File: src/rtl/mem_port_master.sv
// mem_port_master: Avalon-MM host turning one command into a burst of RAM word writes or reads
module mem_port_master #(
  parameter int ADDR_W     = 10,
  parameter int DATA_W     = 32,
  parameter int RD_LATENCY = 1,
  parameter int FIFO_DEPTH = 4
) (
  input  logic                  clk,
  input  logic                  reset,
  input  logic                  cmd_valid,
  output logic                  cmd_ready,
  input  logic                  cmd_write,
  input  logic [ADDR_W-1:0]     cmd_addr,
  input  logic [ADDR_W:0]       cmd_len,
  input  logic [DATA_W-1:0]     wr_data,
  input  logic                  wr_valid,
  output logic                  wr_ready,
  output logic [DATA_W-1:0]     rd_data,
  output logic                  rd_valid,
  input  logic                  rd_ready,
  output logic                  busy,
  output logic                  done,
  output logic [ADDR_W-1:0]     m_address,
  output logic                  m_chipselect,
  output logic                  m_clken,
  output logic                  m_write,
  output logic [DATA_W-1:0]     m_writedata,
  output logic [DATA_W/8-1:0]   m_byteenable,
  input  logic [DATA_W-1:0]     m_readdata
);
  localparam int AW = $clog2(FIFO_DEPTH);
  localparam int CW = AW + 1;
  typedef enum logic [1:0] {IDLE, WR, RD, DONE} state_t;
  state_t state;
  logic [ADDR_W-1:0] cur;
  logic [ADDR_W:0] rem;
  logic [RD_LATENCY-1:0] vsr;
  logic [DATA_W-1:0] mem [FIFO_DEPTH];
  logic [AW-1:0] wp, rp;
  logic [CW-1:0] cnt, outs;
  logic [CW:0] used;
  logic wr_beat, rd_issue, push, pop, rd_fin;
  always_comb begin
    outs = '0;
    for (int i = 0; i < RD_LATENCY; i++) outs = outs + CW'(vsr[i]);
    used = {1'b0, outs} + {1'b0, cnt};
    wr_beat = wr_valid && wr_ready;
    rd_issue = state == RD && rem != '0 && used < (CW+1)'(FIFO_DEPTH);
    push = vsr[RD_LATENCY-1];
    pop = rd_valid && rd_ready;
    rd_fin = state == RD && rem == '0 && vsr == '0 && cnt == CW'(pop);
  end
  assign rd_valid = cnt != '0;
  assign rd_data = mem[rp];
  assign m_address = cur;
  assign m_chipselect = wr_beat || rd_issue;
  assign m_write = wr_beat;
  assign m_writedata = wr_beat ? wr_data : '0;
  assign m_byteenable = {(DATA_W/8){m_chipselect}};
  always_ff @(posedge clk) begin
    if (reset) begin
      state <= IDLE;
      cmd_ready <= 1'b0;
      wr_ready <= 1'b0;
      busy <= 1'b0;
      done <= 1'b0;
      m_clken <= 1'b0;
      cur <= '0;
      rem <= '0;
      vsr <= '0;
      wp <= '0;
      rp <= '0;
      cnt <= '0;
    end else begin
      m_clken <= 1'b1;
      vsr <= (vsr << 1) | RD_LATENCY'(rd_issue);
      if (push) begin
        mem[wp] <= m_readdata;
        wp <= wp + AW'(1);
      end
      if (pop) rp <= rp + AW'(1);
      cnt <= cnt + CW'(push) - CW'(pop);
      if (wr_beat || rd_issue) begin
        cur <= cur + ADDR_W'(1);
        rem <= rem - (ADDR_W+1)'(1);
      end
      case (state)
        IDLE: if (cmd_valid && cmd_ready) begin
          cur <= cmd_addr;
          rem <= cmd_len;
          cmd_ready <= 1'b0;
          busy <= 1'b1;
          state <= cmd_len == '0 ? DONE : (cmd_write ? WR : RD);
          wr_ready <= cmd_write && cmd_len != '0;
          done <= cmd_len == '0;
        end else cmd_ready <= 1'b1;
        WR: if (wr_beat && rem == (ADDR_W+1)'(1)) begin
          state <= DONE;
          wr_ready <= 1'b0;
          done <= 1'b1;
        end
        RD: if (rd_fin) begin
          state <= DONE;
          done <= 1'b1;
        end
        default: begin
          state <= IDLE;
          done <= 1'b0;
          busy <= 1'b0;
          cmd_ready <= 1'b1;
        end
      endcase
    end
  end
endmodule

File: config.mk
export PLATFORM = sky130hd
export DESIGN_NAME = mem_port_master
export DESIGN_NICKNAME = d
export VERILOG_FILES = /design/src/rtl/mem_port_master.sv
export SDC_FILE = /design/constraint.sdc
export NUM_CORES = 1
export LEC_CHECK = 0
export CAP_MARGIN = 20
export CORE_UTILIZATION = 49
export CTS_CLUSTER_SIZE = 28
export DETAILED_ROUTE_END_ITERATION = 16
export PLACE_DENSITY = 0.8
export SYNTH_ARGS = -nofsm -noshare
export SYNTH_HDL_FRONTEND = slang
export SYNTH_SLANG_ARGS = --single-unit
File: constraint.sdc
create_clock -name clk -period 2.85 [get_ports clk]
set_clock_uncertainty 0.05 [all_clocks]
set_input_delay 0.855 -clock clk [delete_from_list [all_inputs] [get_ports clk]]
set_output_delay 0.855 -clock clk [all_outputs]
set_load 0.05 [all_outputs]
==> flow_summary.yaml, run 1 <==
placed_design:
  post-place-ws_ns: -0.02191
  dp_hpwl_um: 11230
  placed_cell_area_um2: 9470
  gp_congestion: 0.8677
  numPortBuffers: 176
sta:
  min_period_over_period: 0.9838
  tightest_slew_ns: 0.6024
  slew_headroom: 0.5971
  slew_violations: 0
  fmax_mhz: 356.7
  fin_ws_ns: 0.04630
  final.setup.tns_ns: 0
  finalCriticalPeriod_ns: 2.804
  holdWs_ns: 0.4612
  timing.final.hold_violations: 0
  setup_viol: 0
global_route:
  grt_max_degree: 38
  grt_overflow: 0
  grt_use_total: 0.2320
  grt_pass1_wl_um: 25050
  antenna_found_initial: 2
  grt_pass1_vias: 4826
power_and_ir_drop:
  p_leak_nw: 3.707
  p_per_area_nw_per_um2: 889.2
  ir_worst_vdd_v: 0.0007381
logic_synthesis:
  syn_inst: 455
  yosysWarnings: 0
  syn_area_per_cell_um2: 15.33
  synth_top_area_frac: 0.5509
  syn_nets: 562
  synth-edff-count: 128
  synth_area_leader_cell: "edfxtp_1"
  synth-async-reset-ratio: 0
  synth_area_leaders: "edfxtp_1, dfxtp_1, mux4_2"
  synthFlopType: "edfxtp_1"
  ys_types: 50
  ys_seq_elements: 166
  ys_seq_area_frac: 0.6600
  synth_area_um2: 6977
worst_setup_path:
  cp.required_ns: 1.95
  crit_fanout: 7
  crit_slowest_cell: "dfxtp_4"
  path_cells: "ha_4 -> o211a_1 -> o32ai_4 -> a21oi_4 -> clkinv_4 -> buf_6"
  max_stage_delay_ns: 0.36
  crit_start: "cnt[1]"
  critPathKind: "reg -> out"
  worstSetupEndpointType: "output pin"
  cp.arrival_ns: 1.90
  r2r-start: "cnt[2]"
  start_kind: "flip-flop"
drt:
  vias: 4782
  routedWlPerCell_um: 19.87
  avgViaCountPerCell: 5.659
  drc_errors: 0
  totalWireLength_um: 16790
  drt_iter0_markers: 343
  drtAntennaViolNets: 0
  drt_pre_antenna_iters: 5
finish:
  syn2layout_area_growth_pct: 46.66
  nets: 758
  postLayoutCellArea_um2: 10230
  drive_gt1_frac: 0.2801
cts:
  tritoncts: "done"
  cts_buffers: 17
  cts_sinks: 166
  clockBufferDepth: 2
  clkLatencyLatePin_ns: 0.43
  cts_root_buf: "clkbuf_16"
  cts_htree_levels: 4
  path_clk_slew_ns: 0.06
floorplan:
  num_rows: 43
  core_area_um2: 13880
  die_h_um: 121.3
  ios: 177
  start_util: 0.5026
  die_x_um: 121.3
  dieArea_um2: 14720
min_path:
  min_from: "done"
  hp-class: "reg -> reg"
job:
  cap_viol_max_count: 0
outcome:
  status: "completed"
## stage by stage
stage / utilization / instances / total power, W
final: 0.7372 / 845 / 0.009098
after CTS: 0.7277 / 838 / 0.008976
after global placement: 0.6823 / 804 / 0.006594
after floorplan: - / 455 / 0.005347
after global routing: 0.7372 / 845 / 0.009472
after detailed placement: 0.6823 / 804 / 0.006669
## cell usage after synthesis, drive strengths merged, types with 2 or more instances
cell	instances
edfxtp	128
and3	40
dfxtp	38
o21ai	34
mux4	32
a31oi	18
clkbuf	18
inv	16
ha	15
or3	14
buf	11
nand3	11
nor2	10
or4	9
nand2	8
o31ai	8
nor2b	5
nor4	4
xnor2	4
a21oi	3
nor3	3
a21boi	2
and2	2
mux2i	2
o2111ai	2
o211a	2
o21a	2
xor2	2
## logic make-up after synthesis
family,count (synthesis),share of synthesized area
compound gates,76,0.06869
fa+ha+maj,16,0.02977
flops,166,0.6600
buf+inv,45,0.02869
simple gates,111,0.09756
mux,35,0.1078
xor+xnor,6,0.007532
## final timing paths
check,endpoint,slack (ns),depth (start not counted)
hold / removal,done,0.46,2
hold reg to reg,done,0.46,2
setup reg to reg,cnt[2],0.43,9
setup / recovery,m_byteenable[2],0.05,6
## flip-flops by register name, summed over array words and instances (netlist names), named ones only
register / cells
mem: 128
rem: 11
m_address: 10
cnt: 3
rp: 2
state: 2
wp: 2
busy: 1
cmd_ready: 1
done: 1
m_clken: 1
push: 1
wr_ready: 1
## worst max-delay path, delay by kind of cell (launching register included)
family                     cells  cell delay, ns
buffers and inverters          2            0.27
adders and majority gates      1            0.15
AOI/OAI and AO/OA              3            0.69
DFF                            1            0.36
## cell type report
class | count | area [um^2]
inverters | 16 | 65.06
clock buffers | 18 | 429.2
multi-input cells | 244 | 2216
flip-flops and latches | 166 | 4618
well taps | 180 | 225.2
fillers | 833 | 3649
clock inverters | 14 | 160.2
repair buffers | 206 | 2516
diodes | 1 | 2.502
## timing repair
item	in CTS	in global routing
hold buffers	0	0
pin swaps	0	6
endpoints found under the setup margin	51	32
setup buffers	2	5
gates resized for setup	8	18
cloned	0	1
## power by group
part	switching, W	internal, W
registers	0.000225	0.00282
logic	0.00212	0.00166
clock network	0.000899	0.00137
## per-layer routing
metal	routed length [um]	track usage	up-vias
met2	8536	0.3835	234
met4	437	0.1065	2
met3	1511	0.08036	32
met5	13	0	-
met1	6289	0.2708	2325
li1	-	-	2189
## cell usage in the layout (no fill, tap or decap), types with 4 or more instances in the layout
cell,count
o21ai_0,32
o31ai_1,8
dfxtp_1,33
and3_2,4
clkdlybuf4s50_1,103
buf_4,42
nand2_1,8
or3_1,11
or4_1,6
and3_1,35
buf_8,4
ha_1,14
inv_1,15
nor2b_1,5
nor2_1,10
clkbuf_16,18
a31oi_1,18
nand3_1,11
buf_12,52
edfxtp_1,128
xnor2_1,4
mux4_2,32
clkinv_4,4
No activity file was read; power rests on OpenSTA's default activity.
==> inputs of run 2 (changes only) <==
- ABC_AREA: not set -> 1
- CORE_UTILIZATION: 49 -> 50
==> flow_summary.yaml, run 2 <==
logic_synthesis:
  yosys-top-cells-count: "nor2_1, edfxtp_1, inv_1"
  synth_top_area_frac: 0.5156
  syn_inst: 766
  syn_nets: 873
  yosysMostFrequentCell: "nor2_1"
  ys_seq_area_frac: 0.6177
  synth-edff-count: 128
  yosysWarnings: 0
  ys_seq_elements: 166
  syn_area_per_cell_um2: 9.732
  synth_area_leader_cell: "edfxtp_1"
  synth-async-reset-ratio: 0
  synth_area_um2: 7455
  synthFlopType: "edfxtp_1"
  synth_area_leaders: "edfxtp_1, dfxtp_1, nor2_1"
  ys_types: 28
drt:
  drc_errors: 0
  routedWlPerCell_um: 16.32
  drt_pre_antenna_iters: 5
  vias: 5988
  drt_iter0_markers: 403
  drtAntennaViolNets: 0
  avgViaCountPerCell: 5.239
  totalWireLength_um: 18660
global_route:
  grt_overflow: 0
  grt_use_total: 0.2379
  antenna_found_initial: 0
  grt_pass1_vias: 5594
  grt_max_degree: 51
  grt_pass1_wl_um: 27390
finish:
  finalNonFillerCells: 1143
  layout_common_cells: "edfxtp_1, nor2_1, clkdlybuf4s50_1, inv_1, nand2_1"
  final_common_cell: "edfxtp_1"
  drive_gt1_frac: 0.1814
  largest_reg_flops: 128
  diodes: 0
  syn2layout_area_growth_pct: 43.15
  nets: 1053
  regMostFlops: "mem"
  postLayoutCellArea_um2: 10670
worst_setup_path:
  critPathKind: "reg -> out"
  cp.arrival_ns: 1.87
  worstSetupEndpointType: "output pin"
  cp.required_ns: 1.95
  start_kind: "flip-flop"
  crit_fanout: 26
  r2r_cells: 10
cts:
  tritoncts: "done"
  cts_sinks: 166
  clockBufferDepth: 2
  clkLatencyLatePin_ns: 0.42
  cts_htree_levels: 4
  cts_root_buf: "clkbuf_16"
  path_clk_slew_ns: 0.07
  cts.hold.buffers_added: 0
  cts_buffers: 17
sta:
  rsz0062_at_grt: "no"
  fin_ws_ns: 0.07577
  finalCriticalPeriod_ns: 2.774
  timing.final.hold_violations: 0
  setup_viol: 0
  slew_headroom: 0.6254
  min_period_over_period: 0.9734
  slew_violations: 0
  fmax_mhz: 360.5
  tightest_slew_ns: 0.5602
placed_design:
  placed_cell_area_um2: 9812
  dp_hpwl_um: 11460
  post-place-ws_ns: -0.08122
  dp.cells: 1107
  numPortBuffers: 176
  gp_congestion: 0.8600
floorplan:
  start_util: 0.5129
  num_rows: 44
  ios: 177
  die_h_um: 124.1
  dieArea_um2: 15400
  core_area_um2: 14530
  die_x_um: 124.1
min_path:
  hp-class: "reg -> reg"
  holdPathStages: 2
power_and_ir_drop:
  p_clk_frac: 0.256
  p_sw_frac: 0.3989
  power_switching_w: 0.003829
  seqPwrFrac: 0.317
  p_leak_nw: 4.329
  ir_worst_vdd_v: 0.0006252
  power_w: 0.009598
  p_per_area_nw_per_um2: 899.4
  intPower_w: 0.005769
  combPwrFrac: 0.427
job:
  cap_viol_max_count: 0
outcome:
  status: "completed"
run 2: worst max-delay path, cell delays in order (launching register included):
cell and delay, ns:
dfxtp_4 0.47, clkinv_1 0.15, buf_4 0.24, o21ai_0 0.24
o22ai_1 0.13, buf_4 0.21
run 2: cell type report:
cell class | count | area (um^2)
flip-flops and latches | 166 | 4608
clock buffers | 17 | 425.4
fillers | 976 | 3862
repair buffers | 199 | 2355
multi-input cells | 464 | 2467
well taps | 184 | 230.2
inverters | 98 | 367.9
clock inverters | 15 | 217.7
run 2: final timing paths:
path / to / startpoint / slack, ns
max reg2reg: cnt[2] / cnt[2] / 0.88
max: rd_data[12] / flip-flop / 0.08
min: flip-flop / rp[1] / 0.42
min reg2reg: flip-flop / rp[1] / 0.42
run 2: kinds of logic after synthesis:
family / count (synthesis) / synth area share
AND/OR/NAND/NOR: 309 / 0.1727
buffers and inverters: 136 / 0.07402
XOR/XNOR: 17 / 0.01997
adder cells (fa/ha/maj): 16 / 0.02786
AO/OA/AOI/OAI: 122 / 0.08778
flip-flops: 166 / 0.6177
run 2: through the flow:
stage	TNS, ns	hold WS (ns)	utilization
global placement	-0.1394	0.4051	0.6751
detailed placement	-1.601	0.4085	0.6751
global route	0	0.4476	0.7342
floorplan	-4.027	0.3856	-
finish	0	0.4164	0.7342
CTS	-1.629	0.4134	0.7200
run 2: power groups by stage:
stage / Sequential [W] / Combinational, W / Clock, W
after floorplan: 0.00323 / 0.00258 / 0
after global placement: 0.00308 / 0.00391 / 0
after detailed placement: 0.00308 / 0.00397 / 0
after CTS: 0.00304 / 0.00401 / 0.00249
after global routing: 0.00308 / 0.00442 / 0.00256
final: 0.00305 / 0.00410 / 0.00245
run 2: routing by layer:
| layer | up-vias | GRT usage | part of all wire |
|---|---|---|---|
| met5 | - | 0 | 0 |
| met4 | 0 | 0.1042 | 0.020 |
| met3 | 33 | 0.03984 | 0.050 |
| met2 | 201 | 0.4223 | 0.52 |
| met1 | 2851 | 0.2824 | 0.41 |
| li1 | 2903 | - | - |
run 2: repair_timing:
action / 4_1_cts / 5_1_grt
endpoints found under the setup margin: 46 / 41
resized for setup: 4 / 44
gates cloned: 0 / 3
setup buffers: 0 / 1
==> inputs of run 3 (changes only) <==
- CORE_UTILIZATION: 50 -> 52
- CTS_BUF_LIST: not set -> sky130_fd_sc_hd__clkbuf_4
- PLACE_DENSITY: 0.8 -> 0.83
==> flow_summary.yaml, run 3 (synthesis results as in run 2) <==
finish:
  nFillCells: 887
  diodes: 0
  final_util: 0.7490
  final_common_cell: "edfxtp_1"
  drive_gt1_frac: 0.1916
  syn2layout_area_growth_pct: 40.01
  layout_common_cells: "edfxtp_1, nor2_1, clkdlybuf4s50_1, inv_1, nand2_1"
  largest_reg_flops: 128
  regMostFlops: "mem"
  finalNonFillerCells: 1151
  nets: 1065
global_route:
  antenna_found_initial: 0
  grt_overflow: 0
  grt_pass1_vias: 5811
  grt_max_degree: 43
  grt_pass1_wl_um: 28120
  grt_use_total: 0.2533
floorplan:
  core_area_um2: 13930
  die_h_um: 121.7
  start_util: 0.5350
  dieArea_um2: 14820
  die_x_um: 121.7
  num_rows: 43
  ios: 177
sta:
  fmax_mhz: 360.2
  slew_headroom: 0.6262
  min_period_over_period: 0.9742
  tightest_slew_ns: 0.5589
  finalCriticalPeriod_ns: 2.776
  timing.final.hold_violations: 0
  slew_violations: 0
  setup_viol: 0
drt:
  drc_errors: 0
  drt_pre_antenna_iters: 7
  totalWireLength_um: 18270
  drtAntennaViolNets: 0
  drt_iter0_markers: 521
  vias: 6033
  routedWlPerCell_um: 15.87
  avgViaCountPerCell: 5.242
cts:
  cts_buffers: 17
  cts.hold.buffers_added: 0
  tritoncts: "done"
  cts_sinks: 166
  clkLatencyLatePin_ns: 0.54
  clockBufferDepth: 2
  path_clk_slew_ns: 0.13
  cts_root_buf: "clkbuf_4"
  cts_htree_levels: 4
worst_setup_path:
  worstSetupEndpointType: "output pin"
  start_kind: "flip-flop"
  cp.required_ns: 1.95
  critPathKind: "reg -> out"
  crit_fanout: 6
  cp.arrival_ns: 1.87
placed_design:
  numPortBuffers: 176
  dp.cells: 1108
  dp_hpwl_um: 11650
  gp_congestion: 0.8285
power_and_ir_drop:
  ir_worst_vdd_v: 0.0005569
  p_leak_nw: 4.276
  p_per_area_nw_per_um2: 834.7
  power_w: 0.008712
job:
  cap_viol_max_count: 0
min_path:
  hp-class: "reg -> reg"
outcome:
  status: "completed"
## run 3: what timing repair did
action                                  CTS  global route
pin swaps                                 3             4
cloned                                    3             0
buffers inserted                          5             4
endpoints found under the setup margin   69            20
endpoints found under the hold margin     0             0
resized for setup                        40            12
## run 3: final cells by class
cell class,instances,area [um^2],share of cell area
clock buffer,18,135.1,0.01295
clock inverter,14,180.2,0.01726
inverter,98,367.9,0.03524
tap,180,225.2,0.02158
multi-input combinational,464,2417,0.2316
sequential,166,4613,0.4420
timing repair buffer,211,2499,0.2394
## run 3: critical path, cell delays in order, from the launching register on
cell	delay, ns
dfxtp_2	0.37
inv_2	0.07
ha_1	0.22
inv_1	0.07
nor2_2	0.04
a21oi_2	0.19
nand2_4	0.11
nand2_8	0.13
buf_12	0.15
## run 3: per-stage QoR
stage	setup TNS (ns)	setup WS, ns	area (um^2)	hold WS (ns)
floorplan	-4.027	-0.1389	7465	0.3856
global placement	-0.4030	-0.01416	9857	0.4035
detailed placement	-2.360	-0.09939	9857	0.4080
CTS	0	0.002010	10420	0.4234
global route	-0.1061	-0.02581	10440	0.4414
finish	0	0.07367	10440	0.4256
## run 3: final timing paths
| check | from | to | slack, ns | cells after the start |
|---|---|---|---|---|
| max | rem[0] | m_chipselect | 0.07 | 8 |
| min | rp[1] | flip-flop | 0.43 | 2 |
| min reg2reg | rp[1] | flip-flop | 0.43 | 2 |
| max reg2reg | cnt[2] | cnt[2] | 0.88 | 10 |
## run 3: where the power goes
part	leakage [nW]	total, W	switching, W	internal, W
clock network	0.161	0.00148	0.000779	0.000699
logic	2.65	0.00421	0.00265	0.00156
registers	1.47	0.00302	0.000214	0.00281
total	4.28	0.00871	0.00364	0.00507
## run 3: metal layers
| layer | GRT usage | vias to the layer above | wire length [um] |
|---|---|---|---|
| met5 | 0 | - | 0 |
| met3 | 0.05243 | 28 | 1012 |
| met1 | 0.2921 | 2845 | 7254 |
| met2 | 0.4563 | 224 | 9616 |
| li1 | - | 2936 | - |
| met4 | 0.1034 | 0 | 383 |
